$ cat src/rtl/memory_rtl_core.sv
// Single-port synchronous word memory with write-priority strobes.
// Every accepted access is acknowledged by a one-cycle response pulse.
module memory_rtl_core #(
  parameter int ADDR_WIDTH = 4,
  parameter int DATA_WIDTH = 32,
  parameter int MEM_SIZE   = 16
) (
  input  logic                  clk,
  input  logic                  reset,
  input  logic                  wr,
  input  logic                  rd,
  input  logic [ADDR_WIDTH-1:0] addr,
  input  logic [DATA_WIDTH-1:0] wdata,
  output logic [DATA_WIDTH-1:0] rdata,
  output logic                  response
);

  localparam logic [ADDR_WIDTH:0] MEM_LIMIT =
    (ADDR_WIDTH + 1)'(MEM_SIZE);

  logic [DATA_WIDTH-1:0] mem [MEM_SIZE];
  logic                  in_range;

  assign in_range = {1'b0, addr} < MEM_LIMIT;

  // wr dominates rd; out-of-range writes vanish, reads return zero
  always_ff @(posedge clk or negedge reset) begin
    if (!reset) begin
      mem      <= '{default: '0};
      rdata    <= '0;
      response <= 1'b0;
    end else begin
      response <= wr | rd;
      unique case ({wr, rd})
        2'b10, 2'b11: begin
          if (in_range) mem[addr] <= wdata;
        end
        2'b01: begin
          rdata <= in_range ? mem[addr] : '0;
        end
        default: ;
      endcase
    end
  end

endmodule

$ cat config.mk
export PLATFORM = sky130hd
export DESIGN_NAME = memory_rtl_core
export DESIGN_NICKNAME = d
export VERILOG_FILES = /design/src/rtl/memory_rtl_core.sv
export SDC_FILE = /design/constraint.sdc
export NUM_CORES = 1
export LEC_CHECK = 0
export CAP_MARGIN = 40
export CORE_MARGIN = 1
export CORE_UTILIZATION = 45
export DETAILED_ROUTE_END_ITERATION = 12
export MAX_ROUTING_LAYER = met4
export PLACE_DENSITY_LB_ADDON = 0.1
export SLEW_MARGIN = 40
export SYNTH_ARGS = -nofsm -noshare
export SYNTH_HDL_FRONTEND = slang
export SYNTH_SLANG_ARGS = --single-unit
$ cat constraint.sdc
create_clock -name clk -period 2.81 [get_ports clk]
set_input_delay 0.562 -clock clk [delete_from_list [all_inputs] [get_ports clk]]
set_output_delay 0.562 -clock clk [all_outputs]
set_load 0.01 [all_outputs]
* Yosys cells after proc, flatten, opt, wreduce, memory -nomap -nowiden
Index checks and enable logic that the tools add are counted.
** Operators by class
- Multiplexer cells :: 6
- Bitwise operators :: 2
- Eq/ne operators :: 3
- Reduce and logical (&&, ||, !) cells :: 2
- Magnitude comparators :: 2
** Operators with widths (number)
- 512-bit bitwise mux :: 1
- 32-bit binary-select mux with 4-bit select :: 1
- 32-bit demux with 4-bit select :: 1
- 32-bit 2-to-1 mux :: 3
- 5-bit greater-or-equal comparator (second input constant) :: 1
- 5-bit by 1-bit less-than comparator with 1-bit output (second input constant) :: 1
- 4-bit inverter with 5-bit output :: 1
- 2-bit equality test (second input constant) :: 2
- 2-bit by 1-bit equality test with 1-bit output (second input constant) :: 1
- 2-bit OR reduction :: 1
- 1-bit logical AND :: 1
- 1-bit OR :: 1
** Storage, ports and cells
- Word-level logic and storage cells :: 33
- Register bits :: 545
- Output and inout port bits :: 33
- Input bits :: 40

* Longest topological paths before layout
Gate-level depths: netlist of the first run.
- Word-level depth :: 6
- Mapped depth :: 8
- Gate-level depth less buffers :: 4

* Worst setup path after synthesis of the first run
OpenSTA, ideal clock, no wires.
- Path type :: input-to-reg
- From :: input addr[1]
- To :: register rdata[0]
- Buffers on the path :: 2
- Library setup time :: 141 ps
- Arrival time :: 1806 ps
- Required time :: 2669 ps
- Setup slack :: 863 ps
- Stages :: 5
- Cell sequence :: buf_2 buf_2 mux4_2 a22oi_1 a31oi_1
** On the way
- Cells in the longest elaborated chain, start to end :: 4
** RTL lines
- start, declared :: line 12 : input logic [ADDR_WIDTH-1:0] addr,
- 4-bit inverter with 5-bit output (not written as such) :: line 39 : rdata <= in_range ? mem[addr] : '0;
- 32-bit binary-select mux with 4-bit select :: line 39
- 32-bit 2-to-1 mux (not written as such) (2 in series) :: line 39
- end signal, assigned :: line 39
- end, declared :: line 14 : output logic [DATA_WIDTH-1:0] rdata,
No other way between the ends. The select of a mux whose other input is x is not followed.
A chain may end at the register's enable or synchronous reset.

* Worst setup path after layout of the first run
- From :: register rdata[0]
- To :: output rdata[0]
No word-level cell between the ends.

==> flow_summary.yaml, run 1 <==
floorplan:
  core-area_um2: 52800
  dieWidth_um: 234
  io_pins: 73
  rows: 84
  start_util_pct: 45.8
  die-area_um2: 54600
  dieHeight_um: 234
timing:
  fin_hold_ws_ns: 0.480
  fin_skew_ns: 0.0188
  hold_viol: 0
  slew_headroom_pct: 56.5
  finalMaxSlewViolations: 0
  worstMarginPinSlew_ns: 0.650
  timing.fmax_ghz: 0.457
  setup_viol_count_final: 0
  rsz0062_at_grt: "no"
  final.period_utilization_pct: 77.8
  finalSetupTns_ns: 0
  min_period_ns: 2.19
clocking:
  clk_path_buf_depth: 3
  clk_latency_ns: 0.64
  holdBufCountCts: 1
  path_clk_slew_ns: 0.06
  cts_buffers: 59
  cts_tree: "done"
  root_buffer: "clkbuf_16"
  cts_resized: 0
  cts_sinks: 545
  htreeDepth: 2
  post_cts_buffers: 0
finish:
  final_cells: 2426
  syn_to_final_growth_pct: 16.5
  n_fill_cell: 4398
  drive_above_1_share_pct: 42.5
  layout.nets: 1731
grt:
  grt_first_pass_wirelength_um: 92700
  grt_start_max_net_pins: 77
  grt_pass1_vias: 14900
  antenna_found_initial: 1
  grt_use_total_pct: 23.5
  grt-ovfl-total: 0
drt:
  vias_per_cell: 5.74
  ant_nets: 0
  drt_iter0_markers: 816
  wl_um: 59700
  vias: 13900
  drc_errors: 2
  firstDrtPassIters: 10
  wl_per_cell_um: 24.6
synth:
  ys_top_cells_by_count: "545 x dfrtp_1, 474 x mux2_2, 126 x mux2i_1"
  synth_area_per_cell_um2: 15.0
  synth_nets: 1653
  synth_edf_count: 0
  netlist_area_um2: 24200
  seq_area_frac_synth_pct: 56.4
  yosysTopAreaCell: "dfrtp_1"
  yosysTopAreaCellShare_pct: 56.4
  ys_warn_count: 0
  ys_ff_latch: 545
  synth_cells: 1613
  ys.flop_type: "dfrtp_1"
  async_reset_ff_share_pct: 100
  ys_types: 27
  yosysMostFrequentCell: "dfrtp_1"
  synth_area_leaders: "dfrtp_1 56%, mux2_2 22%, mux4_2 6.1%"
critical_path:
  r2r_slack_ns: 1.25
  path_max_fanout: 2
  reg2reg_depth: 3
  path_cells: "clkdlybuf4s50_1"
  critPathLaunchType: "flip-flop"
  crit_required_ns: 2.25
  cp_top_family: "buffers and inverters"
  cp.buffers_inverters: 1
  worst-path-stages: 1
  crit_type: "reg2out"
  end_kind: "primary output"
  crit_path_max_incr_delay_ns: 0.60
  cp.arrival_ns: 1.62
  slowest_stage: "clkdlybuf4s50_1"
place:
  gp_congestion: 0.772
  port_buffers: 72
  dpl.cell_count: 2317
  hpwl_um: 35900
run_status:
  violations: "DRC"
  status: "complete, but fails checks"
power:
  power.leakage_nw: 12.1
  p_per_area_nw_per_um2: 775
  finalPower_w: 0.0218
  irDropWorstVdd_v: 0.000533
min_path:
  hold_class: "in2async"
job:
  drv_cap: 0
flip-flops by register name, indices dropped and copies added (netlist names):
signal,flops
rdata,32
response,1
mem,512
logic make-up after synthesis:
| group | synth area share [%] |
|---|---|
| compound gates | 3.47 |
| simple gates | 1.93 |
| flops | 56.4 |
| buf+inv | 3.01 |
| mux | 35.1 |
where the power goes:
part           total (W)  internal (W)  switching, W
clock            0.00761       0.00446       0.00316
combinational    0.00368       0.00226       0.00142
sequential        0.0105       0.00965      0.000884
final timing paths:
kind | start | endpoint
setup / recovery | rdata[0] | rdata[0]
max in group asynchronous | reset | mem[149]
hold / removal | reset | mem[328]
hold reg to reg | mem[92] | mem[92]
min in group clk | mem[92] | mem[92]
setup reg to reg | mem[312] | rdata[24]
area by class of cell:
cell class | count | area (um2) | share of cell area [%]
well taps | 688 | 861 | 3.06
clock inverters | 14 | 164 | 0.582
clock buffers | 93 | 1750 | 6.23
diodes | 1 | 2.50 | 0.00889
repair buffers | 158 | 1830 | 6.49
multi-input cells | 927 | 9900 | 35.2
flip-flops and latches | 545 | 13600 | 48.4
metal layers:
metal / track usage, % / wire length [um] / share of wire, %
met3: 4.09 / 2220 / 3.7
met5: - / 0 / 0
met2: 36.9 / 28800 / 48
met1: 32.3 / 27800 / 47
met4: 4.46 / 829 / 1.4
through the flow:
step,setup WS [ns],instance area [um2],utilization [%]
floorplan,0.863,24200,-
global placement,0.199,26200,49.7
detailed placement,0.176,26200,49.7
CTS,0.564,28100,53.3
global route,0.574,28100,53.4
finish,0.623,28100,53.4
cell usage in the layout (no fill, tap or decap), types with 2 or more instances in the layout:
master / n
nand3b_1: 2
nand2_1: 2
a31oi_1: 32
bufinv_16: 2
mux2_1: 38
clkbuf_8: 15
buf_8: 2
clkinv_2: 7
mux4_2: 65
dfrtp_1: 545
nand3_2: 2
nor2_4: 10
nor3_4: 3
nor2_1: 64
buf_4: 50
a22oi_1: 32
nor2b_4: 2
mux2i_1: 126
clkinv_8: 2
clkdlybuf4s50_1: 69
o22ai_1: 63
nand2b_1: 2
buf_12: 36
clkbuf_1: 19
mux2_2: 474
nand2b_2: 2
clkbuf_16: 59
Power figures use the tool's default switching activity.
==> inputs of run 2 (changes only) <==
Clock period 2.81 ns to 2.3 ns, I/O delays scaled along.
==> run 2 against run 1 <==
  * The flow still finishes with violations (DRC)
  * Utilization increased by 0.78 points
  * Cell area increased by 1.5%
  * Global-route usage increased by 0.31 points
  * Final cell count increased by 1.0%
  * Total power increased by 24%
  * Clock skew increased by 0.0022 ns
  * Clock power increased by 28%
  * Die area unchanged
  * First-iteration DRC count decreased by 1.2%
  * Sequential power increased by 23%
  * Sequential cell count unchanged
  * Clock-buffer cell count decreased by 6
  * Largest power group unchanged
==> flow_summary.yaml, run 2 (synthesized netlist as in run 1, its figures left out) <==
timing:
  fin_skew_ns: 0.0210
  timing.fmax_ghz: 0.476
  final.period_utilization_pct: 91.4
  rsz0062_at_grt: "no"
  worstMarginPinSlew_ns: 0.671
  hold_viol: 0
  fin_hold_ws_ns: 0.346
  setup_slack_ns: 0.198
  slew_headroom_pct: 55.1
  min_period_ns: 2.10
  finalMaxSlewViolations: 0
  setup_viol_count_final: 0
finish:
  final_cells: 2451
  layout.nets: 1754
  reg.largest.list: "mem x512, rdata x32, response x1"
  final_common_cell: "dfrtp_1"
  syn_to_final_growth_pct: 18.2
  drive_above_1_share_pct: 43.5
  largest_reg_flops: 512
  final_cell_mix: "545 x dfrtp_1, 474 x mux2_2, 126 x mux2i_1, 69 x clkdlybuf4s50_1, 65 x mux4_2"
  max_flop_register: "mem"
  utilization_pct: 54.1
min_path:
  hold_class: "in2async"
drt:
  wl_per_cell_um: 24.7
  wl_um: 60500
  firstDrtPassIters: 11
  vias_per_cell: 5.72
  vias: 14000
  drt_iter0_markers: 806
  ant_nets: 0
  drc_errors: 4
floorplan:
  die-area_um2: 54600
  dieHeight_um: 234
  start_util_pct: 45.8
  io_pins: 73
  dieWidth_um: 234
  core-area_um2: 52800
  rows: 84
power:
  power.leakage_nw: 12.3
  irDropWorstVdd_v: 0.000605
  finalPower_w: 0.0271
  p_per_area_nw_per_um2: 950
run_status:
  status: "complete, but fails checks"
  violations: "DRC"
job:
  drv_cap: 0
critical_path:
  end_kind: "primary output"
  slowest_stage: "clkdlybuf4s50_1"
  path_cells: "clkdlybuf4s50_1"
  cp.arrival_ns: 1.64
  crit_required_ns: 1.84
  cp_top_family: "buffers and inverters"
  crit_path_max_incr_delay_ns: 0.60
  crit_type: "reg2out"
  critPathLaunchType: "flip-flop"
  path_max_fanout: 2
  cp.buffers_inverters: 1
place:
  port_buffers: 72
  hpwl_um: 37300
  dpl.cell_count: 2340
  pre_cts_ws_ns: -0.103
  gp_congestion: 0.756
clocking:
  cts_buffers: 59
  post_cts_buffers: 0
  htreeDepth: 2
  root_buffer: "clkbuf_16"
  cts_sinks: 545
  cts_resized: 0
  cts_tree: "done"
  path_clk_slew_ns: 0.06
  clk_latency_ns: 0.62
  clk_path_buf_depth: 3
grt:
  grt_first_pass_wirelength_um: 94000
  grt-ovfl-total: 0
  grt_use_total_pct: 23.8
  antenna_found_initial: 3
  grt_start_max_net_pins: 81
  grt_pass1_vias: 15000
-- run 2: worst paths after layout --
kind	startpoint	endpoint	slack, ns	cells after the start
hold reg to reg	mem[283]	mem[283]	0.48	1
max in group asynchronous	reset	mem[404]	1.14	3
min in group clk	rd	response	0.45	2
hold / removal	reset	mem[484]	0.35	2
setup / recovery	rdata[30]	rdata[30]	0.20	1
setup reg to reg	mem[375]	rdata[23]	0.77	3
-- run 2: stage by stage --
step                      TNS, ns  cell area [um2]
after floorplan                 0            24200
after global placement     -12.41            26600
after detailed placement   -17.75            26600
after CTS                       0            28600
after global routing            0            28600
final                           0            28600
-- run 2: layout make-up --
type / count / area, um2
antenna: 3 / 7.51
clock buffer: 87 / 1720
clock inverter: 20 / 269
fill: 4297 / 24200
multi-input combinational: 927 / 9900
sequential: 545 / 13600
tap: 688 / 861
timing repair buffer: 181 / 2160
-- run 2: power breakdown --
group	switching, W	total [W]	internal (W)
combinational	0.00174	0.00454	0.00280
clock	0.00388	0.00971	0.00583
sequential	0.00110	0.0129	0.0118
-- run 2: routing by layer --
layer | up-vias | track usage (%) | share of wire (%)
met3 | 94 | 3.53 | 3.5
met4 | 0 | 6.88 | 2.2
li1 | 6149 | - | -
met2 | 208 | 36.4 | 47
met1 | 7566 | 33.1 | 47
met5 | - | - | 0
-- run 2: repair_timing --
item                                   CTS  global route
hold buffers                             1             0
endpoints found under the hold margin   31             0
setup endpoints to repair                0             0
